`src/rtl/data_sink.sv`:
```
// data_sink: pixel stream consumer with FIFO, running statistics, programmable backpressure and CPU register access.
// Optional CRC-8 over accepted pixels when DATA_SINK_CRC_EN is defined (register 0x20).
module data_sink #(
    parameter int          DATA_W     = 8,
    parameter int          FIFO_DEPTH = 16,
    parameter logic [31:0] BASE_ADDR  = 32'h0300_0000
) (
    input  logic              clk,
    input  logic              rstn,
    input  logic [DATA_W-1:0] in_data,
    input  logic              in_valid,
    output logic              in_ready,
    input  logic              mem_valid,
    input  logic [31:0]       mem_addr,
    input  logic [31:0]       mem_wdata,
    input  logic [3:0]        mem_wstrb,
    output logic              mem_ready,
    output logic [31:0]       mem_rdata,
    output logic              irq
);
    localparam int AW = $clog2(FIFO_DEPTH);

    logic              en_q, mem_ready_q, irq_q;
    logic [7:0]        stall_q;
    logic [8:0]        thresh_q, level;
    logic [AW:0]       wptr_q, rptr_q, lvl;
    logic [31:0]       count_q, sum_q, mem_rdata_q, rdata;
    logic [DATA_W-1:0] min_q, max_q, head;
    logic [DATA_W-1:0] fifo_q [FIFO_DEPTH];
    logic [5:0]        word;
    logic              empty, full, req, wr, rd, clr, push, pop;
    logic              unused_ok;

    assign lvl       = wptr_q - rptr_q;
    assign level     = 9'(lvl);
    assign empty     = wptr_q == rptr_q;
    assign full      = (wptr_q[AW] != rptr_q[AW]) && (wptr_q[AW-1:0] == rptr_q[AW-1:0]);
    assign head      = fifo_q[rptr_q[AW-1:0]];
    assign in_ready  = en_q & ~full & ~stall_q[0];
    assign word      = mem_addr[7:2];
    assign req       = mem_valid && (mem_addr[31:8] == BASE_ADDR[31:8]) && !mem_ready_q;
    assign wr        = req && (mem_wstrb != 4'h0);
    assign rd        = req && (mem_wstrb == 4'h0);
    assign clr       = wr && (word == 6'h00) && mem_wstrb[0] && mem_wdata[1];
    assign push      = in_valid && in_ready && !clr;
    assign pop       = rd && (word == 6'h03) && !empty;
    assign mem_ready = mem_ready_q;
    assign mem_rdata = mem_rdata_q;
    assign irq       = irq_q;
    assign unused_ok = ^{mem_wdata[31:9], mem_wstrb[3:2], mem_addr[1:0]};

`ifdef DATA_SINK_CRC_EN
    logic [7:0] crc_q, crc_d;
    always_comb begin
        crc_d = crc_q;
        for (int i = DATA_W - 1; i >= 0; i--)
            crc_d = {crc_d[6:0], 1'b0} ^ ((crc_d[7] ^ in_data[i]) ? 8'h07 : 8'h00);
    end
    always_ff @(posedge clk or negedge rstn)
        if (!rstn)    crc_q <= 8'h00;
        else if (clr) crc_q <= 8'h00;
        else if (push) crc_q <= crc_d;
`endif

    always_comb begin
        rdata = 32'h0;
        case (word)
            6'h00: rdata = {31'h0, en_q};
            6'h01: rdata = {24'h0, stall_q};
            6'h02: rdata = {15'h0, level, 6'h0, full, empty};
            6'h03: rdata = empty ? 32'h0 : (32'h8000_0000 | 32'(head));
            6'h04: rdata = count_q;
            6'h05: rdata = sum_q;
            6'h06: rdata = 32'({max_q, min_q});
            6'h07: rdata = {23'h0, thresh_q};
`ifdef DATA_SINK_CRC_EN
            6'h08: rdata = {24'h0, crc_q};
`endif
            default: rdata = 32'h0;
        endcase
    end

    // Storage array needs no reset: the pointers define what is valid.
    always_ff @(posedge clk)
        if (push) fifo_q[wptr_q[AW-1:0]] <= in_data;

    always_ff @(posedge clk or negedge rstn) begin
        if (!rstn) begin
            en_q        <= 1'b0;
            stall_q     <= 8'h00;
            thresh_q    <= 9'h000;
            wptr_q      <= '0;
            rptr_q      <= '0;
            count_q     <= 32'h0;
            sum_q       <= 32'h0;
            min_q       <= '1;
            max_q       <= '0;
            mem_ready_q <= 1'b0;
            mem_rdata_q <= 32'h0;
            irq_q       <= 1'b0;
        end else begin
            mem_ready_q <= req;
            mem_rdata_q <= rd ? rdata : 32'h0;
            irq_q       <= (thresh_q != 9'h000) && (level >= thresh_q);
            if (en_q) stall_q <= {stall_q[0], stall_q[7:1]};
            if (wr && word == 6'h00 && mem_wstrb[0]) en_q <= mem_wdata[0];
            if (wr && word == 6'h01 && mem_wstrb[0]) stall_q <= mem_wdata[7:0];
            if (wr && word == 6'h07 && mem_wstrb[0]) thresh_q[7:0] <= mem_wdata[7:0];
            if (wr && word == 6'h07 && mem_wstrb[1]) thresh_q[8] <= mem_wdata[8];
            if (clr) begin
                wptr_q  <= '0;
                rptr_q  <= '0;
                count_q <= 32'h0;
                sum_q   <= 32'h0;
                min_q   <= '1;
                max_q   <= '0;
            end else begin
                if (push) begin
                    wptr_q  <= wptr_q + (AW + 1)'(1);
                    count_q <= count_q + 32'd1;
                    sum_q   <= sum_q + 32'(in_data);
                    if (in_data < min_q) min_q <= in_data;
                    if (in_data > max_q) max_q <= in_data;
                end
                if (pop) rptr_q <= rptr_q + (AW + 1)'(1);
            end
        end
    end
endmodule

```
`config.mk`:
```
export PLATFORM = sky130hd
export DESIGN_NAME = data_sink
export DESIGN_NICKNAME = d
export VERILOG_FILES = /design/src/rtl/data_sink.sv
export SDC_FILE = /design/constraint.sdc
export NUM_CORES = 1
export LEC_CHECK = 0
export ABC_AREA = 1
export CORE_MARGIN = 3
export CORE_UTILIZATION = 43
export DETAILED_ROUTE_END_ITERATION = 8
export PLACE_DENSITY = 0.62
export SETUP_SLACK_MARGIN = 0.4
export SYNTH_ARGS = -nofsm -noshare
export SYNTH_HDL_FRONTEND = slang
export SYNTH_SLANG_ARGS = --single-unit
```
`constraint.sdc`:
```
create_clock -name clk -period 3.3 [get_ports clk]
set_clock_uncertainty 0.15 [all_clocks]
set_input_delay 0.66 -clock clk [delete_from_list [all_inputs] [get_ports clk]]
set_output_delay 0.66 -clock clk [all_outputs]
set_load 0.005 [all_outputs]
```
==> flow_summary.ini, run 1 <==
[status]
status = completed

[global_route]
grt_first_pass_wirelength_um = 61500
grt_max_degree = 74
grtUsageTotal = 0.230
first_global_vias = 11000
antenna_found_initial = 0
overflow = 0

[placement]
hpwlAfterDp_um = 27500
place_congestion = 0.935
portBuffers = 89

[critical_path]
crit_fanout = 3
reg2reg_to = fifo_q[0][1]
critPathLaunchType = register
crit_type = register to primary output
crit_arrival_ps = 2000
reg2reg_depth = 11
reg2reg_from = rptr_q[1]
worstPathRequired_ps = 2490
r2r_slack_ps = 540
cp-end-kind = primary output

[clocking]
clk_pin_slew_ps = 60
clk_latency_ps = 580
cts.sinks = 270
cts_tree = done
cts-root-buf = clkbuf_16
htreeDepth = 1
clockBufferDepth = 3
numCtsBuffers = 30

[timing]
min_period_ps = 2810
rsz0062_at_grt = no
max_slew_margin = 0.406
setup_violations = 0
drv_slew = 0
hold_violations = 0
tns_ps = 0
worst_slew_pin_slew_ps = 888
max_freq_mhz = 356
fin_crit_sh = 0.852

[run]
maxCapViolCount = 0

[routing]
drtPass1Iterations = 5
wl_um = 39200
drc_errors = 0
ant_nets = 0
drt-initial-drc-count = 1315
vias_per_cell = 5.42
wl_per_cell_um = 18.5
dr_total_vias = 11500

[synth]
ys_seq_area_frac = 0.537
yosys_most_used_dff = dfrtp_1
syn_area_per_cell_um2 = 8.72
syn_inst = 1581
synth_largest_area_cell = edfxtp_1
synthesis.area_mm2 = 0.0138
synth_seq_cells = 270
synthArstFlopShare = 0.526
synth_top_area_share = 0.279
yosysWarningCount = 0
synthTopCellsByArea = edfxtp_1, dfrtp_1, nand2_1
synth_nets = 1701
synth_edf_count = 128
ys_types = 48

[power_and_ir_drop]
power.total_mw = 6.99
ir_drop_v = 0.000381
powerDensity_mw_per_mm2 = 428
combPwrFrac = 0.035
p_seq_frac = 0.505
p_sw_frac = 0.215
clockPowerShare = 0.460
p_int_mw = 5.49
power.switching_mw = 1.50
leakagePower_nw = 7.14

[floorplan]
die_w_um = 185
dieArea_mm2 = 0.0342
die_y_um = 185
num_io_pins = 115
start_util = 0.444
core_mm2 = 0.0311
num_rows = 64

[cells_and_area]
final_common_cell = nand2_1
area_growth_pct = 18.4
fin_nets = 1823
layout_common_cells = nand2_1, nor2_1, inv_1, dfrtp_1, edfxtp_1
antennaDiodeCount = 0
drive_gt1_frac = 0.0784

[worst_hold_path]
min-delay-path-class = register to register
min_from = thresh_q[2]
whs_endpoint = thresh_q[2]
holdPathStages = 2
## cell families (layout without fill, tap and decap cells)
family	count (synthesis)	in the layout	synth area share
compound gates	235	235	0.103
xor+xnor	15	15	0.00953
fa+ha+maj	40	40	0.0374
buf+inv	226	367	0.0675
flops	270	270	0.537
simple gates	795	795	0.245
## worst max path at each step
stage,to,from,depth (start not counted)
finish,in_ready,wptr_q[0],8
global route,mem_rdata[6],rptr_q[0],11
CTS,in_ready,wptr_q[0],8
global placement,sum_q[20],in_data[4],11
floorplan,fifo_q[13][0],rptr_q[3],13
detailed placement,sum_q[20],in_data[4],11
## flip-flops by register name, indices dropped and copies added (netlist names)
name       flops
min_q          8
wptr_q         5
irq            1
sum_q         32
en_q           1
stall_q        8
max_q          8
count_q       32
rptr_q         5
fifo_q       128
mem_ready      1
mem_rdata     32
thresh_q       9
## routing by layer
layer	part of all wire	track usage	vias to the layer above
li1	-	-	5551
met1	0.46	0.341	5474
met2	0.44	0.352	401
met3	0.083	0.0473	58
met4	0.018	0.0489	0
met5	0	0	-
## repair_timing
item / 4_1_cts / 5_1_grt
setup buffers: 5 / 0
hold buffers: 1 / 0
gates resized for setup: 9 / 2
pin swaps: 3 / 0
cloned: 0 / 0
setup endpoints to repair: 10 / 16
endpoints found under the hold margin: 65 / 0
## cell usage after synthesis (4+ instances only)
| library cell | number |
|---|---|
| and3_1 | 4 |
| nor3_1 | 28 |
| a22oi_1 | 17 |
| nand3b_1 | 7 |
| nand4_1 | 26 |
| buf_4 | 5 |
| a21oi_1 | 41 |
| dfstp_2 | 8 |
| o21ai_0 | 84 |
| clkbuf_1 | 23 |
| xnor2_1 | 5 |
| o21bai_1 | 4 |
| buf_1 | 6 |
| nor2_1 | 282 |
| o21ai_1 | 16 |
| a31oi_1 | 9 |
| buf_2 | 15 |
| nand3_2 | 4 |
| edfxtp_1 | 128 |
| nand3_1 | 115 |
| dfrtp_1 | 134 |
| nand2_1 | 308 |
| o22ai_1 | 8 |
| o211ai_1 | 43 |
| ha_1 | 38 |
| xor2_1 | 10 |
| buf_6 | 6 |
| inv_1 | 168 |
| nor4_1 | 5 |
## worst max-delay path, cell delays in order, from the launching register on
cell,delay [ps]
dfrtp_1,370
inv_2,70
ha_4,290
nand2_1,70
nor2_1,140
nand2_2,120
nand2_2,80
inv_1,30
dlygate4sd2_1,250
## cell type report
class	instances	area (um2)
tap	396	495
fill	2800	14800
sequential	270	7410
clock inverter	12	131
timing repair buffer	145	1340
clock buffer	39	805
inverter	171	642
multi-input combinational	1085	5490
## power groups by stage
| stage | combinational [mW] | sequential (mW) | clock (mW) |
|---|---|---|---|
| after global placement | 0.242 | 3.60 | 0 |
| after detailed placement | 0.246 | 3.60 | 0 |
| after global routing | 0.270 | 3.53 | 3.43 |
| after floorplan | 0.0529 | 3.60 | 0 |
| final | 0.244 | 3.53 | 3.22 |
| after CTS | 0.248 | 3.53 | 3.27 |
## stage by stage
stage | hold slack, ps | setup WS (ps) | instances | area, um2 | utilization
after floorplan | 214 | 329 | 1581 | 13800 | -
after global placement | 313 | 122 | 2061 | 15300 | 0.492
after detailed placement | 313 | 110 | 2061 | 15300 | 0.492
after CTS | 331 | 498 | 2118 | 16300 | 0.525
after global routing | 352 | 405 | 2118 | 16300 | 0.525
final | 332 | 490 | 2118 | 16300 | 0.525
Power figures use the tool's default switching activity.
==> run 2: changes to the inputs <==
==> constraint.sdc (replaced) <==
create_clock -name clk -period 2.7 [get_ports clk]
set_clock_uncertainty 0.15 [all_clocks]
set_input_delay 0.54 -clock clk [delete_from_list [all_inputs] [get_ports clk]]
set_output_delay 0.54 -clock clk [all_outputs]
set_load 0.005 [all_outputs]
==> flow_summary.ini, run 2 (same netlist as run 1, synthesis figures left out) <==
[status]
status = completed

[placement]
place_ws_ps = -135
portBuffers = 89
place_congestion = 0.897
placed_cell_area_mm2 = 0.0158
hpwlAfterDp_um = 28200

[routing]
drt-initial-drc-count = 1137
wl_per_cell_um = 18.8
ant_nets = 0
drtPass1Iterations = 5
wl_um = 41300
dr_total_vias = 12000
drc_errors = 0
vias_per_cell = 5.44

[clocking]
numCtsBuffers = 30
clk_latency_ps = 570
cts.sinks = 270
clockBufferDepth = 3
clk_pin_slew_ps = 60
cts_tree = done
cts-root-buf = clkbuf_16
htreeDepth = 1

[timing]
setup_violations = 0
rsz0062_at_grt = yes
drv_slew = 0
finalWorstSetupSlack_ps = 226
worst_slew_pin_slew_ps = 698
hold_violations = 0
max_freq_mhz = 404
max_slew_margin = 0.531
min_period_ps = 2470
fin_crit_sh = 0.916

[floorplan]
num_io_pins = 115
start_util = 0.444
core_mm2 = 0.0311
die_w_um = 185
num_rows = 64
die_y_um = 185
dieArea_mm2 = 0.0342

[run]
maxCapViolCount = 0

[cells_and_area]
fin_util = 0.570
largest_reg_flops = 128
area_growth_pct = 28.4
multi_input_area_mm2 = 0.00585
layout_common_cells = nand2_1, nor2_1, inv_1, dfrtp_1, edfxtp_1
ff_latch_area_mm2 = 0.00741
final.fill_count = 2682
finish.instance_area_mm2 = 0.0177
antennaDiodeCount = 0
drive_gt1_frac = 0.152
fin_nets = 1900
final_common_cell = nand2_1

[critical_path]
reg2reg_from = rptr_q[3]
path_cells = inv_2 -> ha_4 -> nand2_4 -> nor2_2 -> nand2_2 -> nand2_2 -> inv_2 -> buf_6
crit_arrival_ps = 1780
cpPeakStageDelay_ps = 380
crit_fanout = 4
cp_slowest_cell = dfrtp_1
crit_type = register to primary output
critPathLaunchType = register
cp-end-kind = primary output
worstPathRequired_ps = 2010
critPathLaunch = rptr_q[3]

[global_route]
first_global_vias = 11700
grt_max_degree = 53
grtUsageTotal = 0.240
antenna_found_initial = 1
overflow = 0
grt_first_pass_wirelength_um = 64400

[power_and_ir_drop]
powerDensity_mw_per_mm2 = 493
p_seq_frac = 0.494
ir_drop_v = 0.000428
p_sw_frac = 0.214
clockPowerShare = 0.471
leakagePower_nw = 7.74
power.switching_mw = 1.87
p_int_mw = 6.85
combPwrFrac = 0.034

[worst_hold_path]
min_from = in_data[0]
min-delay-path-class = input port to register
## run 2: cell types whose count changed in the layout (fill, tap and decap cells not counted), sizes merged
cell | before | now
bufinv | 2 | 3
dlymetal6s2s | 0 | 2
inv | 170 | 171
buf | 56 | 130
clkdlybuf4s50 | 87 | 85
clkinv | 10 | 13
nand2 | 311 | 313
dlygate4sd2 | 1 | 0
## run 2: final timing paths
check | endpoint | slack (ps) | cells after the start
min in group asynchronous | mem_rdata[24] | 350 | 2
setup / recovery | in_ready | 230 | 8
max in group asynchronous | min_q[1] | 1360 | 3
hold / removal | sum_q[0] | 310 | 4
setup reg to reg | count_q[19] | 270 | 13
hold reg to reg | thresh_q[4] | 320 | 2
## run 2: layout make-up
type	instances	area share
flip-flops and latches	270	0.419
multi-input cells	1087	0.331
repair buffers	219	0.128
clock buffers	38	0.0458
inverters	171	0.0371
well taps	396	0.0280
clock inverters	16	0.0106
repair inverters	1	0.000354
## run 2: through the flow
stage | hold WS (ps) | std cells | setup TNS [ps] | power, mW
after global placement | 314 | 2093 | -510 | 4.69
final | 308 | 2198 | 0 | 8.73
after CTS | 329 | 2188 | 0 | 8.78
after detailed placement | 314 | 2093 | -874 | 4.69
after global routing | 356 | 2198 | 0 | 8.97
after floorplan | 94.4 | 1581 | 0 | 4.46
## run 2: timing repair
| item | CTS | global route |
|---|---|---|
| cloned | 3 | 1 |
| endpoints found under the setup margin | 190 | 210 |
| setup buffers | 37 | 9 |
| pin swaps | 25 | 29 |
| endpoints found under the hold margin | 46 | 0 |
| resized for setup | 39 | 44 |
| hold buffers | 1 | 0 |
## run 2: critical path: cells and delay by family (launching register included)
| kind | cells | cell delay (ps) |
|---|---|---|
| fa+ha+maj | 1 | 310 |
| buf+inv | 3 | 200 |
| flops | 1 | 380 |
| simple gates | 4 | 330 |
## run 2: power groups by stage
| stage | Combinational [mW] | Sequential (mW) | Clock [mW] |
|---|---|---|---|
| 2_1_floorplan | 0.0647 | 4.40 | 0 |
| 3_3_place_gp | 0.295 | 4.39 | 0 |
| 3_5_place_dp | 0.300 | 4.39 | 0 |
| 4_1_cts | 0.304 | 4.31 | 4.16 |
| 5_1_grt | 0.331 | 4.31 | 4.33 |
| 6_report | 0.300 | 4.31 | 4.11 |
## run 2: routing by layer
metal / vias up / global-route usage / wire, um
li1: 5719 / - / -
met1: 5719 / 0.346 / 18500
met2: 442 / 0.378 / 18600
met3: 83 / 0.0393 / 3010
met4: 0 / 0.0669 / 1110
met5: - / 0 / 0
==> run 3: changes to the inputs <==
--- a/config.mk
+++ b/config.mk
@@ -6,7 +6,7 @@
 export NUM_CORES = 1
 export LEC_CHECK = 0
 export ABC_AREA = 1
-export CORE_MARGIN = 3
+export ABC_CLOCK_PERIOD_IN_PS = 2700
 export CORE_UTILIZATION = 43
 export DETAILED_ROUTE_END_ITERATION = 8
 export PLACE_DENSITY = 0.62
==> flow_summary.ini, run 3 (same netlist as run 1, synthesis figures left out) <==
[power_and_ir_drop]
p_seq_frac = 0.524
powerDensity_mw_per_mm2 = 463
p_int_mw = 6.45
leakagePower_nw = 7.69
clockPowerShare = 0.439
ir_drop_v = 0.000581
power.switching_mw = 1.79
combPwrFrac = 0.037
p_sw_frac = 0.217

[clocking]
htreeDepth = 1
clk_pin_slew_ps = 60
numCtsBuffers = 29
clk_latency_ps = 560
cts.sinks = 270
clockBufferDepth = 3
cts-root-buf = clkbuf_16
cts_tree = done

[critical_path]
cp-end-kind = primary output
critPathLaunchType = register
reg2reg_depth = 13
crit_arrival_ps = 1780
reg2reg_to = fifo_q[10][0]
worstPathRequired_ps = 2010
crit_fanout = 2
reg2reg_from = wptr_q[0]
crit_type = register to primary output
r2r_slack_ps = 260

[timing]
max_freq_mhz = 405
fin_crit_sh = 0.914
setup_violations = 0
min_period_ps = 2470
worst_slew_pin_slew_ps = 523
hold_violations = 0
drv_slew = 0
holdWs_ps = 264
max_slew_margin = 0.651
rsz0062_at_grt = yes

[worst_hold_path]
min_from = in_data[0]
whs_endpoint = sum_q[0]
min-delay-path-class = input port to register
holdPathStages = 4

[routing]
drtPass1Iterations = 5
drc_errors = 0
wl_um = 41000
ant_nets = 0
vias_per_cell = 5.46
drt-initial-drc-count = 1125
dr_total_vias = 12000
wl_per_cell_um = 18.6

[cells_and_area]
fin_nets = 1899
final_common_cell = nand2_1
finish.instance_area_mm2 = 0.0178
area_growth_pct = 29.1
drive_gt1_frac = 0.159
antennaDiodeCount = 0
multi_input_area_mm2 = 0.00600
largest_reg_flops = 128
fin_util = 0.564
final.fill_count = 2707
layout_common_cells = nand2_1, nor2_1, inv_1, dfrtp_1, edfxtp_1
ff_latch_area_mm2 = 0.00741

[floorplan]
num_io_pins = 115
num_rows = 65
start_util = 0.437
core_mm2 = 0.0316
dieArea_mm2 = 0.0328
die_y_um = 181
die_w_um = 181

[placement]
portBuffers = 89
hpwlAfterDp_um = 27600
placed_cell_area_mm2 = 0.0157
place_congestion = 0.900

[global_route]
grt_first_pass_wirelength_um = 62500
grt_max_degree = 61
grtUsageTotal = 0.245
first_global_vias = 11400
overflow = 0
antenna_found_initial = 0

[status]
status = completed

[run]
maxCapViolCount = 0
-- run 3: cell types whose count changed in the layout (fill, tap and decap cells not counted), moves of 3 or more --
| cell | previous run | this run |
|---|---|---|
| ha_4 | 4 | 9 |
| buf_6 | 10 | 15 |
| bufinv_16 | 3 | 0 |
| ha_1 | 33 | 29 |
| nand3_1 | 112 | 101 |
| inv_6 | 0 | 3 |
| buf_4 | 91 | 84 |
| nand3_2 | 4 | 14 |
-- run 3: worst max path at each step --
stage                          start            end  cells past startpoint
final                      rptr_q[2]       in_ready                      8
after global routing       wptr_q[0]            irq                     12
after CTS                  wptr_q[1]       in_ready                      7
after detailed placement  in_data[0]      sum_q[16]                     12
after global placement    in_data[0]      sum_q[16]                     12
after floorplan            rptr_q[3]  fifo_q[12][0]                     13
-- run 3: final cells by class --
| class | instances | area share |
|---|---|---|
| tap | 402 | 0.0283 |
| sequential | 270 | 0.417 |
| clock buffer | 37 | 0.0436 |
| inverter | 171 | 0.0384 |
| timing repair inverter | 1 | 0.000492 |
| timing repair buffer | 219 | 0.132 |
| clock inverter | 12 | 0.00366 |
| multi-input combinational | 1087 | 0.337 |
-- run 3: worst max-delay path, stage by stage, from the launching register on --
cell,delay [ps]
dfrtp_1,380
inv_2,70
ha_4,280
nand2_4,60
nor2_4,140
nand2_4,80
nand2_2,70
inv_2,30
buf_6,100
-- run 3: what timing repair did --
item                                    in CTS  in global routing
endpoints found under the hold margin       29                  0
endpoints found under the setup margin     152                214
pin swaps                                   14                 49
resized for setup                           20                104
gates cloned                                 2                  4
setup buffers                               18                 29
hold buffers                                 1                  0
-- run 3: layer usage --
metal | vias to the layer above | track usage | part of all wire
met5 | - | 0 | 0
met4 | 0 | 0.0624 | 0.022
met3 | 74 | 0.0381 | 0.071
met2 | 433 | 0.398 | 0.46
met1 | 5807 | 0.342 | 0.44
li1 | 5697 | - | -
-- run 3: through the flow --
stage	setup TNS, ps	worst slack [ps]	power [mW]	cells
final	0	231	8.24	2199
after global routing	0	185	8.48	2199
after CTS	0	242	8.28	2166
after detailed placement	-1140	-119	4.69	2096
after global placement	-447	-113	4.69	2096
after floorplan	0	347	4.46	1581
-- run 3: power groups by stage --
stage / Combinational [mW] / Sequential [mW] / Clock [mW]
3_5_place_dp: 0.299 / 4.39 / 0
4_1_cts: 0.301 / 4.31 / 3.66
6_report: 0.304 / 4.31 / 3.62
3_3_place_gp: 0.294 / 4.39 / 0
2_1_floorplan: 0.0647 / 4.40 / 0
5_1_grt: 0.336 / 4.31 / 3.83
